## config.mk

```make
export PLATFORM = sky130hd
export DESIGN_NAME = dram_refresh_scheduler_flat
export DESIGN_NICKNAME = d
export VERILOG_FILES = /design/src/rtl/dram_refresh_scheduler_if.sv /design/src/rtl/dram_refresh_scheduler.sv /design/src/flat_wrapper.sv
export SDC_FILE = /design/constraint.sdc
export NUM_CORES = 1
export LEC_CHECK = 0
export CORE_MARGIN = 2
export CORE_UTILIZATION = 40
export DETAILED_ROUTE_END_ITERATION = 10
export PLACE_DENSITY = 0.57
export SYNTH_ARGS = -nofsm -noshare
export SYNTH_HDL_FRONTEND = slang
export SYNTH_SLANG_ARGS = --single-unit
```

## constraint.sdc

```tcl
create_clock -name CLK -period 3.25 [get_ports CLK]
set_clock_uncertainty 0.05 [all_clocks]
set_input_delay 0.65 -clock CLK [delete_from_list [all_inputs] [get_ports CLK]]
set_output_delay 0.65 -clock CLK [all_outputs]
set_load 0.05 [all_outputs]
```

## src/rtl/dram_refresh_scheduler_if.sv

```systemverilog
// Refresh scheduler bus: Zorro II / access-controller status in, refresh strobes and backlog status out.
interface dram_refresh_scheduler_if;
    logic       ASn;
    logic       ACCESS_ACTIVE;
    logic       REF_CASn;
    logic       REF_RASn;
    logic       REF_BUSY;
    logic       REF_URGENT;
    logic [3:0] REF_PENDING;
    logic       OVERRUN;

    modport master (
        input  ASn,
        input  ACCESS_ACTIVE,
        output REF_CASn,
        output REF_RASn,
        output REF_BUSY,
        output REF_URGENT,
        output REF_PENDING,
        output OVERRUN
    );

    modport slave (
        output ASn,
        output ACCESS_ACTIVE,
        input  REF_CASn,
        input  REF_RASn,
        input  REF_BUSY,
        input  REF_URGENT,
        input  REF_PENDING,
        input  OVERRUN
    );
endinterface

```

## src/rtl/dram_refresh_scheduler.sv

```systemverilog
// CAS-before-RAS refresh scheduler for the FastRAM array; backlogs refresh ticks while the
// Zorro II bus is busy and issues them back-to-back once it goes idle.
module dram_refresh_scheduler #(
    parameter int unsigned INTERVAL    = 108,
    parameter int unsigned MAX_PENDING = 8,
    parameter int unsigned CAS_CYCLES  = 1,
    parameter int unsigned RAS_CYCLES  = 2,
    parameter int unsigned PRE_CYCLES  = 1
) (
    input  logic                             CLK,
    input  logic                             RESET,
    dram_refresh_scheduler_if.master         bus
);

    localparam int unsigned CNT_W  = (INTERVAL > 1) ? $clog2(INTERVAL) : 1;
    localparam int unsigned PEND_W = 4;
    localparam int unsigned PH_MAX0 = (CAS_CYCLES > RAS_CYCLES) ? CAS_CYCLES : RAS_CYCLES;
    localparam int unsigned PH_MAX  = (PH_MAX0 > PRE_CYCLES) ? PH_MAX0 : PRE_CYCLES;
    localparam int unsigned PH_W    = $clog2(PH_MAX + 1);

    localparam logic [CNT_W-1:0]  CNT_LAST = CNT_W'(INTERVAL - 1);
    localparam logic [PEND_W-1:0] PEND_MAX = PEND_W'(MAX_PENDING);
    localparam logic [PH_W-1:0]   CAS_LOAD = PH_W'(CAS_CYCLES - 1);
    localparam logic [PH_W-1:0]   RAS_LOAD = PH_W'(RAS_CYCLES - 1);
    localparam logic [PH_W-1:0]   PRE_LOAD = PH_W'(PRE_CYCLES - 1);

    typedef enum logic [1:0] {
        ST_IDLE,
        ST_CAS,
        ST_RAS,
        ST_PRE
    } state_e;

    state_e            state_q, state_d;
    logic [PH_W-1:0]   phase_q, phase_d;
    logic [CNT_W-1:0]  cnt_q, cnt_d;
    logic [PEND_W-1:0] pend_q, pend_d;
    logic              as_meta_q, as_meta_d;
    logic              as_idle_q, as_idle_d;
    logic              urgent_q, urgent_d;
    logic              overrun_q, overrun_d;
    logic              cas_n_q, cas_n_d;
    logic              ras_n_q, ras_n_d;
    logic              busy_q, busy_d;
    logic              tick_c;
    logic              issue_c;

    // Two-flop synchroniser for the asynchronous address strobe; high means bus idle.
    always_comb begin
        as_meta_d = bus.ASn;
        as_idle_d = as_meta_q;
    end

    // Interval counter; the tick and the wrap share the same edge.
    always_comb begin
        tick_c = (cnt_q == CNT_LAST);
        cnt_d  = tick_c ? '0 : cnt_q + CNT_W'(1);
    end

    assign issue_c = (state_q == ST_IDLE) && (pend_q != '0) && as_idle_q && !bus.ACCESS_ACTIVE;

    // Backlog: a coincident tick and issue cancel out; a tick at saturation flags an overrun.
    always_comb begin
        pend_d    = pend_q;
        overrun_d = overrun_q;
        if (tick_c && !issue_c) begin
            if (pend_q >= PEND_MAX) begin
                overrun_d = 1'b1;
            end else begin
                pend_d = pend_q + PEND_W'(1);
            end
        end else if (issue_c && !tick_c) begin
            pend_d = pend_q - PEND_W'(1);
        end
        urgent_d = (pend_d == PEND_MAX);
    end

    // Sequence FSM; the phase counter is reloaded on every state entry and counts down to zero.
    always_comb begin
        state_d = state_q;
        phase_d = phase_q;
        unique case (state_q)
            ST_IDLE: begin
                if (issue_c) begin
                    state_d = ST_CAS;
                    phase_d = CAS_LOAD;
                end
            end
            ST_CAS: begin
                if (phase_q == '0) begin
                    state_d = ST_RAS;
                    phase_d = RAS_LOAD;
                end else begin
                    phase_d = phase_q - PH_W'(1);
                end
            end
            ST_RAS: begin
                if (phase_q == '0) begin
                    state_d = ST_PRE;
                    phase_d = PRE_LOAD;
                end else begin
                    phase_d = phase_q - PH_W'(1);
                end
            end
            ST_PRE: begin
                if (phase_q == '0) begin
                    state_d = ST_IDLE;
                    phase_d = '0;
                end else begin
                    phase_d = phase_q - PH_W'(1);
                end
            end
            default: begin
                state_d = ST_IDLE;
                phase_d = '0;
            end
        endcase
    end

    // Strobes are registered from the next state so they line up with the state register.
    always_comb begin
        cas_n_d = !((state_d == ST_CAS) || (state_d == ST_RAS));
        ras_n_d = (state_d != ST_RAS);
        busy_d  = (state_d != ST_IDLE);
    end

    // Asynchronous reset releases both strobes immediately, even mid-sequence.
    always_ff @(posedge CLK or posedge RESET) begin
        if (RESET) begin
            state_q   <= ST_IDLE;
            phase_q   <= '0;
            cnt_q     <= '0;
            pend_q    <= '0;
            as_meta_q <= 1'b1;
            as_idle_q <= 1'b1;
            urgent_q  <= 1'b0;
            overrun_q <= 1'b0;
            cas_n_q   <= 1'b1;
            ras_n_q   <= 1'b1;
            busy_q    <= 1'b0;
        end else begin
            state_q   <= state_d;
            phase_q   <= phase_d;
            cnt_q     <= cnt_d;
            pend_q    <= pend_d;
            as_meta_q <= as_meta_d;
            as_idle_q <= as_idle_d;
            urgent_q  <= urgent_d;
            overrun_q <= overrun_d;
            cas_n_q   <= cas_n_d;
            ras_n_q   <= ras_n_d;
            busy_q    <= busy_d;
        end
    end

    assign bus.REF_CASn    = cas_n_q;
    assign bus.REF_RASn    = ras_n_q;
    assign bus.REF_BUSY    = busy_q;
    assign bus.REF_URGENT  = urgent_q;
    assign bus.REF_PENDING = pend_q;
    assign bus.OVERRUN     = overrun_q;

endmodule

```

## src/flat_wrapper.sv

```systemverilog
// flat-port wrapper written by rule: the top's interface ports become plain ports
module dram_refresh_scheduler_flat 
#(
    parameter int unsigned INTERVAL    = 108,
    parameter int unsigned MAX_PENDING = 8,
    parameter int unsigned CAS_CYCLES  = 1,
    parameter int unsigned RAS_CYCLES  = 2,
    parameter int unsigned PRE_CYCLES  = 1
)
  (CLK, RESET, bus_ASn, bus_ACCESS_ACTIVE, bus_REF_CASn, bus_REF_RASn, bus_REF_BUSY, bus_REF_URGENT, bus_REF_PENDING, bus_OVERRUN);
  dram_refresh_scheduler_if bus_i ();
  input  logic CLK;
  input  logic RESET;
  input wire logic [$bits(bus_i.ASn)-1:0] bus_ASn;
  input wire logic [$bits(bus_i.ACCESS_ACTIVE)-1:0] bus_ACCESS_ACTIVE;
  output wire logic [$bits(bus_i.REF_CASn)-1:0] bus_REF_CASn;
  output wire logic [$bits(bus_i.REF_RASn)-1:0] bus_REF_RASn;
  output wire logic [$bits(bus_i.REF_BUSY)-1:0] bus_REF_BUSY;
  output wire logic [$bits(bus_i.REF_URGENT)-1:0] bus_REF_URGENT;
  output wire logic [$bits(bus_i.REF_PENDING)-1:0] bus_REF_PENDING;
  output wire logic [$bits(bus_i.OVERRUN)-1:0] bus_OVERRUN;
  assign bus_i.ASn = bus_ASn;
  assign bus_i.ACCESS_ACTIVE = bus_ACCESS_ACTIVE;
  assign bus_REF_CASn = bus_i.REF_CASn;
  assign bus_REF_RASn = bus_i.REF_RASn;
  assign bus_REF_BUSY = bus_i.REF_BUSY;
  assign bus_REF_URGENT = bus_i.REF_URGENT;
  assign bus_REF_PENDING = bus_i.REF_PENDING;
  assign bus_OVERRUN = bus_i.OVERRUN;
  dram_refresh_scheduler #(.INTERVAL(INTERVAL), .MAX_PENDING(MAX_PENDING), .CAS_CYCLES(CAS_CYCLES), .RAS_CYCLES(RAS_CYCLES), .PRE_CYCLES(PRE_CYCLES)) u_core (.CLK(CLK), .RESET(RESET), .bus(bus_i));
endmodule
```

Word-level counts from Yosys, hierarchy flattened
Index checks and enable logic that the tools add are counted.
- add/sub/neg operators: 4
- multiply operators: 0
- divide/modulo/power cells: 0
- magnitude comparators: 1
- eq/ne operators: 9
- shifts and indexed selects: 0
- mux-type cells: 13
- bitwise gates (word level): 0
- reduce and logical (&&, ||, !) cells: 16
- operator list (cell ; number):
    two-way mux 2 bit ; 7
    two-way mux 4 bit ; 3
    case mux 2 bit (4 select lines) ; 1
    adder 7 x 1 -> 7 bit, second input constant ; 1
    equality test 7 bit, second input constant ; 1
    two-way mux 7 bit ; 1
    equality test 2 bit, second input constant ; 3
    case mux 2 bit (3 select lines) ; 1
    logical AND 1 bit ; 5
    adder 4 x 1 -> 4 bit, second input constant ; 1
    equality test 2 x 1 -> 1 bit, second input constant ; 2
    equality test 4 bit, second input constant ; 1
    greater-or-equal comparator 4 bit, second input constant ; 1
    zero test 1 bit ; 4
    zero test 2 bit ; 2
    nonzero test 4 bit ; 1
    subtractor 4 x 1 -> 4 bit, second input constant ; 1
    != test 2 x 1 -> 1 bit, second input constant ; 1
    != test 2 bit, second input constant ; 1
    AND reduction 2 bit ; 1
    nonzero test 2 bit ; 1
    OR reduction 2 bit ; 1
    subtractor 2 x 1 -> 2 bit, second input constant ; 1
    logical OR 1 bit ; 1
- register bits: 22
- latch bits: 0
- bits in writable memories: 0
- bits in read-only memories: 0
- bits of input ports: 4
- word-level logic and storage cells: 54
- memories: 0

Logic depth before layout (Yosys ltp)
- depth in word-level cells: 9
- gate-level depth with buffers: 7
- gate-level depth less buffers: 7

Worst setup path after synthesis
No wires, ideal clock.
- path kind: input to register
- start point: input bus_ACCESS_ACTIVE
- end point: register u_core.urgent_q, in the netlist u_core.bus.REF_URGENT
- setup time: 0.143 ns
- arrival time: 2.065 ns
- path slack: 0.992 ns
- stages on the path: 4
- cells stage by stage: or4b_4 -> or4_4 -> a221o_1 -> nor4b_4
- cells in the longest elaborated chain, start to end: 6
- elaborated cells between the ends (all ways): 8
- RTL lines (item ; line ; RTL):
    from (decl) ; flat_wrapper.sv:15 ; input wire logic [$bits(bus_i.ACCESS_ACTIVE)-1:0] bus_ACCESS_ACTIVE;
    zero test 1 bit (*) ; dram_refresh_scheduler.sv:60 ; assign issue_c = (state_q == ST_IDLE) && (pend_q != '0) && as_idle_q && !bus.ACCESS_ACTIVE;
    logical AND 1 bit (*) ; dram_refresh_scheduler.sv:60 ;
    logical AND 1 bit / zero test 1 bit (equally long branches) ; dram_refresh_scheduler.sv:72, dram_refresh_scheduler.sv:66 ;
    two-way mux 4 bit / logical AND 1 bit (equally long branches) ; dram_refresh_scheduler.sv:72, dram_refresh_scheduler.sv:66 ;
    two-way mux 4 bit (*) ; dram_refresh_scheduler.sv:66 ; if (tick_c && !issue_c) begin
    net u_core.pend_d[3] ; dram_refresh_scheduler.sv:37 ; logic [PEND_W-1:0] pend_q, pend_d;
    equality test 4 bit (*) ; dram_refresh_scheduler.sv:75 ; urgent_d = (pend_d == PEND_MAX);
    net u_core.urgent_d ; dram_refresh_scheduler.sv:40 ; logic urgent_q, urgent_d;
    to (signal assigned) ; dram_refresh_scheduler.sv:148 ; urgent_q <= urgent_d;
    to (decl) ; dram_refresh_scheduler.sv:40 ;
The timed path passes the listed nets; every way through them passes the cells marked *.
A chain may end at the register's enable or synchronous reset.

Final worst setup path
- start point: register u_core.pend_q[3], in the netlist u_core.bus.REF_PENDING[3]
- end point: output bus_REF_PENDING[3]
- RTL lines (item ; line ; RTL):
    from (decl) ; dram_refresh_scheduler.sv:37 ;
    from (signal assigned) ; dram_refresh_scheduler.sv:145 ; pend_q <= pend_d;
    to (decl) ; flat_wrapper.sv:20 ; output wire logic [$bits(bus_i.REF_PENDING)-1:0] bus_REF_PENDING;
No word-level cell between the ends.

==> flow_metrics.env <==
export IMPL_ys_seq_area_frac=0.492
export IMPL_grt_use_total=0.137
export IMPL_drive_gt1_frac=0.133
export IMPL_routed_wl_um=1970
export IMPL_required_ns=2.55
export IMPL_htreeDepth=1
export IMPL_dp_slack_ns=0.472
export IMPL_leakage_uw=0.000527
export IMPL_slew_viol_final=0
export IMPL_post_route_period_util=0.771
export IMPL_grt_max_degree=23
export IMPL_synth_ff_type="dfrtp_1"
export IMPL_vias=823
export IMPL_rsz0062_at_grt="false"
export IMPL_top_layer_used="met4"
export IMPL_diodes=0
export IMPL_grt_pass1_vias=778
export IMPL_status="finished, final reports clean"
export IMPL_synthCells=107
export IMPL_grt_overflow_total=0
export IMPL_crit_buf_inv=1
export IMPL_synth_top_area_share=0.399
export IMPL_port_buffers=12
export IMPL_crit_type="reg -> out"
export IMPL_ant_nets=0
export IMPL_crit_family="buffers and inverters"
export IMPL_cts_sinks=22
export IMPL_fillers=263
export IMPL_cts_inserted_buffers=3
export IMPL_m1WireLength_um=975
export IMPL_fin_nets=130
export IMPL_die_y_um=57.1
export IMPL_ctsHoldBuffers=0
export IMPL_dieArea_mm2=0.00326
export IMPL_rows=19
export IMPL_path_max_fanout=14
export IMPL_fin_setup_tns_ns=0
export IMPL_setup_viol=0
export IMPL_maxCapViolations=0
export IMPL_synthesis_nets=116
export IMPL_cp_slowest_stage_delay_ns=0.88
export IMPL_clk_path_buf_depth=2
export IMPL_post_drt_wl_per_cell_um=13.1
export IMPL_crit_chain="clkdlybuf4s50_1"
export IMPL_cts_resized=0
export IMPL_dr_pass1_iters=4
export IMPL_sequentialPowerShare=0.399
export IMPL_ys_seq_elements=22
export IMPL_die_width_um=57.1
export IMPL_fin_crit_ns=2.51
export IMPL_endpoint_kind="primary output"
export IMPL_start_util=0.416
export IMPL_p_clk_frac=0.138
export IMPL_synth_edf_count=0
export IMPL_post_cts_buffers=0
export IMPL_ios=13
export IMPL_synth_area_mm2=0.00113
export IMPL_switching_power_uw=472
export IMPL_clkTransAtPathRegs_ns=0.12
export IMPL_peakVddDrop_v=0.000558
export IMPL_worst_slew_pin_slew_ns=0.816
export IMPL_async_flop_share=1.00
export IMPL_root_buffer="clkbuf_4"
export IMPL_yosysWarningCount=0
export IMPL_cp_slowest_cell="clkdlybuf4s50_1"
export IMPL_syn2layout_area_growth_pct=16.2
export IMPL_internal_power_uw=606
export IMPL_via_per_inst=5.45
export IMPL_multi_input_area_um2=519
export IMPL_synth_most_common_cell="dfrtp_1"
export IMPL_hold_viol=0
export IMPL_clock_latency_ns=0.30
export IMPL_antenna_found_initial=0
export IMPL_comb_power_share=0.463
export IMPL_grt_pass1_wl_um=3440
export IMPL_powerDensity_mw_per_mm2=822
export IMPL_synth_area_leader_cell="dfrtp_1"
export IMPL_register_area_um2=556
export IMPL_min_path_type="reg -> reg"
export IMPL_setup_slack_ns=0.743
export IMPL_ys_top_cells_by_count="dfrtp_1, inv_1, nor2_1"
export IMPL_met3RoutedLength_um=49
export IMPL_gp_congestion=0.777
export IMPL_holdWs_ns=0.316
export IMPL_slew_headroom=0.456
export IMPL_hpwlAfterDp_um=1430
export IMPL_start_kind="flop"
export IMPL_yosysUniqueCellTypes=40
export IMPL_dr_first_iter_drc_count=7
export IMPL_cts_tree="done"
export IMPL_synth_avg_cell_area_um2=10.5
export IMPL_switching_share=0.438
export IMPL_drc_errors=0
export IMPL_synth_area_leaders="dfrtp_1, dfstp_2, ha_1"
export IMPL_critPathArrivalTime_ns=1.81
export IMPL_wl_met2_um=930
export IMPL_fmax_ghz=0.399
export IMPL_coreArea_mm2=0.00271
==> path summary, 6_finish.rpt <==
kind,slack (ns),cells past startpoint,start,end
worst max-delay path,0.74,1,u_core.bus.REF_PENDING[3],bus_REF_PENDING[3]
worst min-delay path,0.32,0,u_core.as_idle_d,u_core.as_idle_q
worst max register to register,1.01,4,u_core.state_q[1],u_core.bus.REF_URGENT
worst min register to register,0.32,0,u_core.as_idle_d,u_core.as_idle_q
max in group asynchronous,1.91,2,RESET,u_core.phase_q[0]
min in group asynchronous,0.74,2,RESET,u_core.bus.REF_BUSY
==> cells by family after synthesis <==
kind of cell / share of synthesized area
buf+inv: 0.0477
simple gates: 0.207
xor+xnor: 0.0466
fa+ha+maj: 0.0554
flops: 0.492
mux: 0.00887
compound gates: 0.142
==> state kept, by name, summed over array words and instances, names as in the netlist, 2 cells and up <==
signal	flops
u_core.bus.REF_PENDING	4
u_core.cnt_q	7
u_core.phase_q	2
u_core.state_q	2
==> layout by cell type, fill, tap and decap left out, types with 2 or more instances in the layout <==
master,n
nor3_1,2
nor4_1,2
o22ai_1,2
o211ai_1,2
nor2b_1,2
clkbuf_4,3
dfstp_2,4
nor3b_1,2
ha_1,5
dfrtp_1,18
a21oi_1,2
inv_1,11
nand3_1,3
nand2_1,2
a221o_1,2
and3_1,2
clkdlybuf4s50_1,12
xnor2_1,5
nor2_1,10
o21ai_0,8
==> per-stage QoR <==
stage	area (um^2)	util	cells	power (uW)
3_5_place_dp	1270	0.470	147	940
5_1_grt	1310	0.484	151	1160
3_3_place_gp	1270	0.470	147	933
4_1_cts	1310	0.484	151	1100
6_report	1310	0.484	151	1080
2_1_floorplan	1130	-	107	796
==> per-layer routing <==
layer | GRT usage | up-vias
met1 | 0.190 | 406
li1 | - | 406
met2 | 0.210 | 9
met3 | 0.0204 | 2
met5 | 0 | -
met4 | 0.0698 | 0
==> power groups by stage <==
stage	combinational (uW)	clock, uW	sequential, uW
after floorplan	235	0	562
after global placement	499	0	434
after detailed placement	503	0	437
after CTS	505	159	431
after global routing	545	168	442
final	499	149	430
==> final cells by class <==
| class | instances | share of cell area |
|---|---|---|
| inverters | 11 | 0.0315 |
| multi-input cells | 71 | 0.396 |
| flip-flops and latches | 22 | 0.424 |
| clock buffers | 4 | 0.0277 |
| repair buffers | 12 | 0.0916 |
| well taps | 31 | 0.0296 |
(Power assumes the default switching activity.)
